===== src/rtl/wb_irq_ctrl_if.sv =====
// wb_if: pipelined Wishbone B4 bus bundle with master/slave views
interface wb_if;
  logic [31:0] adr;
  logic [31:0] dat_m;
  logic [31:0] dat_s;
  logic [3:0]  sel;
  logic        we;
  logic        cyc;
  logic        stb;
  logic        ack;
  logic        stall;
  logic        err;
  modport master(output adr, dat_m, sel, we, cyc, stb, input dat_s, ack, stall, err);
  modport slave(input adr, dat_m, sel, we, cyc, stb, output dat_s, ack, stall, err);
endinterface


===== src/rtl/wb_irq_ctrl.sv =====
// wb_irq_ctrl: Wishbone-mapped interrupt controller with edge/level sources and claim register
module wb_irq_ctrl #(
  parameter int NSRC = 15
) (
  input  logic            clk,
  input  logic            rst,
  wb_if.slave             wb,
  input  logic [NSRC-1:0] irq_src,
  output logic [14:0]     irq_fast,
  output logic            irq_external
);
  logic [NSRC-1:0] s1, s2, s3, pending, enable, edge_r;
  logic [NSRC-1:0] msk, wdat, clr, swset, set_e, pend_n, act;
  logic [31:0] wmask, rdat, claim;
  logic [2:0] off;
  logic acc, wr, unused;
  assign acc = wb.cyc & wb.stb;
  assign wr = acc & wb.we;
  assign off = wb.adr[4:2];
  assign wmask = {{8{wb.sel[3]}}, {8{wb.sel[2]}}, {8{wb.sel[1]}}, {8{wb.sel[0]}}};
  assign msk = wmask[NSRC-1:0];
  assign wdat = wb.dat_m[NSRC-1:0] & msk;
  assign clr = (wr && off == 3'd0) ? wdat : '0;
  assign swset = (wr && off == 3'd4) ? wdat : '0;
  assign set_e = s2 & ~s3;
  // set events are ORed in after the clear so they win a same-cycle W1C
  assign pend_n = (edge_r & ((pending & ~clr) | set_e | swset)) | (~edge_r & s2);
  assign act = pending & enable;
  assign irq_fast = 15'(act);
  assign irq_external = |act;
  assign wb.stall = 1'b0;
  assign wb.err = 1'b0;
  assign unused = ^{wb.adr[31:5], wb.adr[1:0], wb.dat_m};
  assign rdat = off == 3'd0 ? 32'(pending) :
                off == 3'd1 ? 32'(enable) :
                off == 3'd2 ? 32'(edge_r) :
                off == 3'd3 ? claim : '0;
  // lowest-numbered active source wins; scanning downward leaves it last
  always_comb begin
    claim = '0;
    for (int i = NSRC - 1; i >= 0; i--) if (act[i]) claim = 32'(i + 1);
  end
  // two-flop synchronizer plus one history flop for rising-edge detection
  always_ff @(posedge clk or posedge rst) begin
    if (rst) begin
      s1 <= '0;
      s2 <= '0;
      s3 <= '0;
    end else begin
      s1 <= irq_src;
      s2 <= s1;
      s3 <= s2;
    end
  end
  // interrupt state registers with byte-lane write enables
  always_ff @(posedge clk or posedge rst) begin
    if (rst) begin
      pending <= '0;
      enable <= '0;
      edge_r <= '0;
    end else begin
      pending <= pend_n;
      if (wr && off == 3'd1) enable <= (enable & ~msk) | wdat;
      if (wr && off == 3'd2) edge_r <= (edge_r & ~msk) | wdat;
    end
  end
  // single-cycle ack with read data captured from pre-write register state
  always_ff @(posedge clk or posedge rst) begin
    if (rst) begin
      wb.ack <= 1'b0;
      wb.dat_s <= '0;
    end else begin
      wb.ack <= acc;
      if (acc) wb.dat_s <= rdat;
    end
  end
endmodule


===== src/flat_wrapper.sv =====
// flat-port wrapper written by rule: the top's interface ports become plain ports
module wb_irq_ctrl_flat 
#(
  parameter int NSRC = 15
)
  (clk, rst, irq_src, irq_fast, irq_external, wb_adr, wb_dat_m, wb_sel, wb_we, wb_cyc, wb_stb, wb_dat_s, wb_ack, wb_stall, wb_err);
  wb_if wb_i ();
  input  logic clk;
  input  logic rst;
  input  logic [NSRC-1:0] irq_src;
  output logic [14:0] irq_fast;
  output logic irq_external;
  input wire logic [$bits(wb_i.adr)-1:0] wb_adr;
  input wire logic [$bits(wb_i.dat_m)-1:0] wb_dat_m;
  input wire logic [$bits(wb_i.sel)-1:0] wb_sel;
  input wire logic [$bits(wb_i.we)-1:0] wb_we;
  input wire logic [$bits(wb_i.cyc)-1:0] wb_cyc;
  input wire logic [$bits(wb_i.stb)-1:0] wb_stb;
  output wire logic [$bits(wb_i.dat_s)-1:0] wb_dat_s;
  output wire logic [$bits(wb_i.ack)-1:0] wb_ack;
  output wire logic [$bits(wb_i.stall)-1:0] wb_stall;
  output wire logic [$bits(wb_i.err)-1:0] wb_err;
  assign wb_i.adr = wb_adr;
  assign wb_i.dat_m = wb_dat_m;
  assign wb_i.sel = wb_sel;
  assign wb_i.we = wb_we;
  assign wb_i.cyc = wb_cyc;
  assign wb_i.stb = wb_stb;
  assign wb_dat_s = wb_i.dat_s;
  assign wb_ack = wb_i.ack;
  assign wb_stall = wb_i.stall;
  assign wb_err = wb_i.err;
  wb_irq_ctrl #(.NSRC(NSRC)) u_core (.clk(clk), .rst(rst), .wb(wb_i), .irq_src(irq_src), .irq_fast(irq_fast), .irq_external(irq_external));
endmodule

===== config.mk =====
export PLATFORM = sky130hd
export DESIGN_NAME = wb_irq_ctrl_flat
export DESIGN_NICKNAME = d
export VERILOG_FILES = /design/src/rtl/wb_irq_ctrl_if.sv /design/src/rtl/wb_irq_ctrl.sv /design/src/flat_wrapper.sv
export SDC_FILE = /design/constraint.sdc
export NUM_CORES = 1
export LEC_CHECK = 0
export ABC_AREA = 1
export CORE_MARGIN = 2
export CORE_UTILIZATION = 42
export DETAILED_ROUTE_END_ITERATION = 12
export PLACE_DENSITY = 0.81
export SLEW_MARGIN = 20
export SYNTH_ARGS = -nofsm -noshare
export SYNTH_HDL_FRONTEND = slang
export SYNTH_SLANG_ARGS = --single-unit

===== constraint.sdc =====
create_clock -name clk -period 3.2 [get_ports clk]
set_input_delay 0.64 -clock clk [delete_from_list [all_inputs] [get_ports clk]]
set_output_delay 0.64 -clock clk [all_outputs]
set_load 0.005 [all_outputs]

Word level (Yosys, flattened, before mapping). Cells that the tools add are included.

Equal/unequal tests: 4. Multiplexer cells: 21. Bitwise gates (word level): 19. Reductions and logical operators: 6.

Operator list (number): bitwise AND 15 bit (8); two-way mux 32 bit (3); OR 15 bit (5); two-way mux 4 bit (16); inverter 15 bit (4); two-way mux 15 bit (2); OR reduction 15 bit (1); == test 3 x 2 -> 1 bit, second input constant (2); logical AND 1 bit (4); == test 3 x 1 -> 1 bit, second input constant (1); == test 3 bit, second input constant (1); zero test 3 bit (1); bitwise AND 1 bit (2).

Register bits after elaboration: 123. Bits of input ports: 88. Output and inout port bits: 51. Logic and storage cells: 58.

Longest topological paths before layout.
Depth in word-level cells: 20. Gate-level depth with buffers: 20. Depth with buffers taken out: 20.

Worst setup path before layout. Ideal clock, no wire load.

Kind: input to register. From: input port wb_cyc. To: register u_core.pending[1]. Setup time: 0.120 ns. Arrival: 1.590 ns. Data required time: 3.080 ns. Path slack: 1.490 ns. Stages: 8. Buffers on the path: 1. Cell sequence: nand2_1 inv_2 nand2_1 nor2_4 buf_4 a31oi_1 o21ai_1 nand2_1.

Cells in the longest elaborated chain, start to end: 10. Elaborated cells on any way between the ends: 12.

RTL lines: start, declared (RTL line flat_wrapper.sv:17) `input wire logic [$bits(wb_i.cyc)-1:0] wb_cyc;`; bitwise AND 1 bit * (RTL line wb_irq_ctrl.sv:17) `assign acc = wb.cyc & wb.stb;`; bitwise AND 1 bit * (RTL line wb_irq_ctrl.sv:18) `assign wr = acc & wb.we;`; logical AND 1 bit (RTL line wb_irq_ctrl.sv:23) `assign clr = (wr && off == 3'd0) ? wdat : '0;`; two-way mux 15 bit (RTL line wb_irq_ctrl.sv:23); inverter 15 bit (RTL line wb_irq_ctrl.sv:27) `assign pend_n = (edge_r & ((pending & ~clr) | set_e | swset)) | (~edge_r & s2);`; bitwise AND 15 bit (RTL line wb_irq_ctrl.sv:27); OR 15 bit (RTL line wb_irq_ctrl.sv:27); OR 15 bit * (RTL line wb_irq_ctrl.sv:27); bitwise AND 15 bit * (RTL line wb_irq_ctrl.sv:27); OR 15 bit * (RTL line wb_irq_ctrl.sv:27); net u_core.pend_n[1] (RTL line wb_irq_ctrl.sv:13) `logic [NSRC-1:0] msk, wdat, clr, swset, set_e, pend_n, act;`; end signal, assigned (RTL line wb_irq_ctrl.sv:62) `pending <= pend_n;`; end, declared (RTL line wb_irq_ctrl.sv:12) `logic [NSRC-1:0] s1, s2, s3, pending, enable, edge_r;`.

The timed path passes the listed nets; every way through them passes the cells marked *. A chain may end at the register's enable or synchronous reset.

==> run_results.csv <==
group,metric,value,unit
status,outcome,"finished, final reports clean",
setup_path,crit_slowest_cell,"clkdlybuf4s50_1",
route,vias,3505,
synth,syn_inst,476,
sta,slew_headroom,58.56,%
setup_path,worstPathArrival,2.07,ns
sta,fmax,0.3691,GHz
route,remaining_drc_errors,0,
sta,final.min_clock_period,2.709,ns
cts,cts_made_buffers,9,
grt,grt_overflow_total,0,
placement,gp_congestion,0.8027,
setup_path,r2r_start,"u_core.pending[11]$_DFF_PP0_",
placement,place_hpwl,7023,microns
grt,antenna_found_initial,0,
route,finalWirelength,10020,microns
cts,cts-root-buf,"clkbuf_8",
worst_hold_path,hp-class,"reg2reg",
die,die_y,106.3,microns
synth,syn-cell-area,4399,sq um
grt,first_global_vias,3513,
setup_path,critical_path.startpoint_type,"register",
power,ir_drop,0.2054,mV
cts,clk_pin_slew_worst_paths,0.10,ns
cts,cts_tree,"built",
sta,setup_tns,0,ns
finish,drive_gt1_share,7.168,%
synth,synth_compound_area_share,11.15,%
finish,final_common_cell,"nand2_1",
setup_path,end_kind,"output pin",
setup_path,crit_end,"irq_external",
cts,clkLatencyLatePin,0.37,ns
cts,cts_resized,0,
sta,fin_crit_sh,84.66,%
cts,clock_path_buffers,2,
cts,cts_setup_buffers,0,
setup_path,critPathTopFamily,"simple AND/OR/NAND/NOR gates",
die,ioPinCount,139,
finish,nFillCells,923,
synth,synth_largest_area_cell,"dfrtp_1",
sta,rsz0062_at_grt,"false",
synth,yosys.area_share.simple,19.62,%
die,initial_core_util,43.00,%
synth,synth_top_family_by_area,"simple AND/OR/NAND/NOR gates",
setup_path,rr_endpoint,"u_core.wb.dat_s[2]$_DFFE_PP0P_",
synth,synth_edf_count,0,
die,fp.dieW,106.3,microns
synth,async_reset_ff_share,100.0,%
route,ant_nets,0,
finish,antenna_cells,0,
synth,yosysTopAreaCellShare,60.30,%
sta,hold_violations,0,
setup_path,worstPathRequired,2.56,ns
die,core_area,10230,sq um
setup_path,cp.depth,5,
sta,slew_violations,0,
setup_path,path_buf_inv,2,
synth,synth_mux_area_share,0,%
job,drv_cap,0,
sta,finalSetupViolCount,0,
grt,grt_max_degree,53,
synth,synth_xor_area_share,0,%
setup_path,cpPeakStageDelay,0.49,ns
setup_path,regToRegSetupSlack,1.42,ns
synth,ys_warn_count,0,
placement,port_buffers,71,
power,p_leak,2.586,nW
finish,area_growth,22.70,%
synth,postSynthAreaPerCell,9.242,sq um
finish,final_cell_mix,"nand2_1, dfrtp_1, clkdlybuf4s50_1",
sta,finClkSkew,0.01110,ns
setup_path,critical_path.max_fanout,4,
power,powerDensity,510.8,nW/um^2
route,first_iter_violations,283,
cts,h-tree-depth,3,
cts,cts_hold_buf,0,
synth,synthAdderAreaFrac,0,%
route,avgRoutedWirePerCell,14.44,microns
finish,final_util,52.76,%
grt,grt_pass1_wl,16550,microns
grt,grt_util_all_layers,18.92,%
synth,ys_seq_area_share,60.30,%
synth,synth_cell_types,27,
synth,synth_seq_cells,106,
finish,nets,641,
setup_path,critPathKind,"reg2out",
die,row_count,37,
die,die-area,11310,sq um
synth,ys.flop_type,"dfrtp_1",
cts,cts.sinks,106,
sta,worst-slew-pin-transition,0.6203,ns
setup_path,r2r_cells,8,
route,vias_per_cell,5.050,
synth,synthTopCellsByArea,"dfrtp_1, nand2_1, o21ai_1",
setup_path,path_cells,"nand2_1 -> inv_1 -> nor4_1 -> nand3_1 -> clkdlybuf4s50_1",
route,first_pass_iters,5,
==> area by class of cell <==
cell class | instances | area [sq um] | area share (%)
well taps | 136 | 170.2 | 3.153
inverters | 49 | 187.7 | 3.477
multi-input cells | 308 | 1425 | 26.40
flip-flops and latches | 106 | 2653 | 49.14
repair buffers | 79 | 783.3 | 14.51
clock inverters | 6 | 41.29 | 0.7650
clock buffers | 10 | 137.6 | 2.550
==> power by group <==
| part | switching, W | internal [W] |
|---|---|---|
| clock network | 0.000452 | 0.000304 |
| registers | 0.0000887 | 0.00146 |
| logic | 0.000233 | 0.000221 |
==> cells in the mapped netlist (5+ instances only) <==
library cell and instances:
nor2_1 28, nand3_1 8, buf_4 20, inv_1 42, dfrtp_1 106, o21ai_1 49, a41oi_1 11, buf_2 5
a31oi_1 12, nand2_1 159, inv_2 7, clkbuf_1 5
==> cells by family after synthesis <==
logic type	Yosys count
AO/OA/AOI/OAI	81
buffers and inverters	80
flip-flops	106
other	1
AND/OR/NAND/NOR	208
==> stage by stage <==
step | worst slack (ns) | instances | hold slack (ns) | total power, W | area [sq um]
6_report | 0.4908 | 694 | 0.3546 | 0.002757 | 5398
5_1_grt | 0.3667 | 694 | 0.3625 | 0.002908 | 5398
3_5_place_dp | 0.5693 | 678 | 0.3347 | 0.002026 | 5219
2_1_floorplan | 1.286 | 494 | 0.3312 | 0.001808 | 4471
4_1_cts | 0.4715 | 694 | 0.3561 | 0.002779 | 5398
3_3_place_gp | 0.6816 | 678 | 0.3316 | 0.002002 | 5219
==> per-layer routing <==
metal,wire length (microns),GRT usage [%]
met3,785,4.721
met5,0,0
met1,4222,24.69
met2,4772,29.67
met4,242,8.929
==> how the worst min path moves through the flow <==
stage          cells past startpoint               startpoint                      end
2_1_floorplan                      0   u_core.s1[0]$_DFF_PP0_   u_core.s2[0]$_DFF_PP0_
3_3_place_gp                       0   u_core.s1[6]$_DFF_PP0_   u_core.s2[6]$_DFF_PP0_
3_5_place_dp                       0   u_core.s1[4]$_DFF_PP0_   u_core.s2[4]$_DFF_PP0_
4_1_cts                            0   u_core.s1[4]$_DFF_PP0_   u_core.s2[4]$_DFF_PP0_
5_1_grt                            0   u_core.s1[5]$_DFF_PP0_   u_core.s2[5]$_DFF_PP0_
6_report                           0  u_core.s1[11]$_DFF_PP0_  u_core.s2[11]$_DFF_PP0_
No activity file was read; power rests on OpenSTA's default activity.
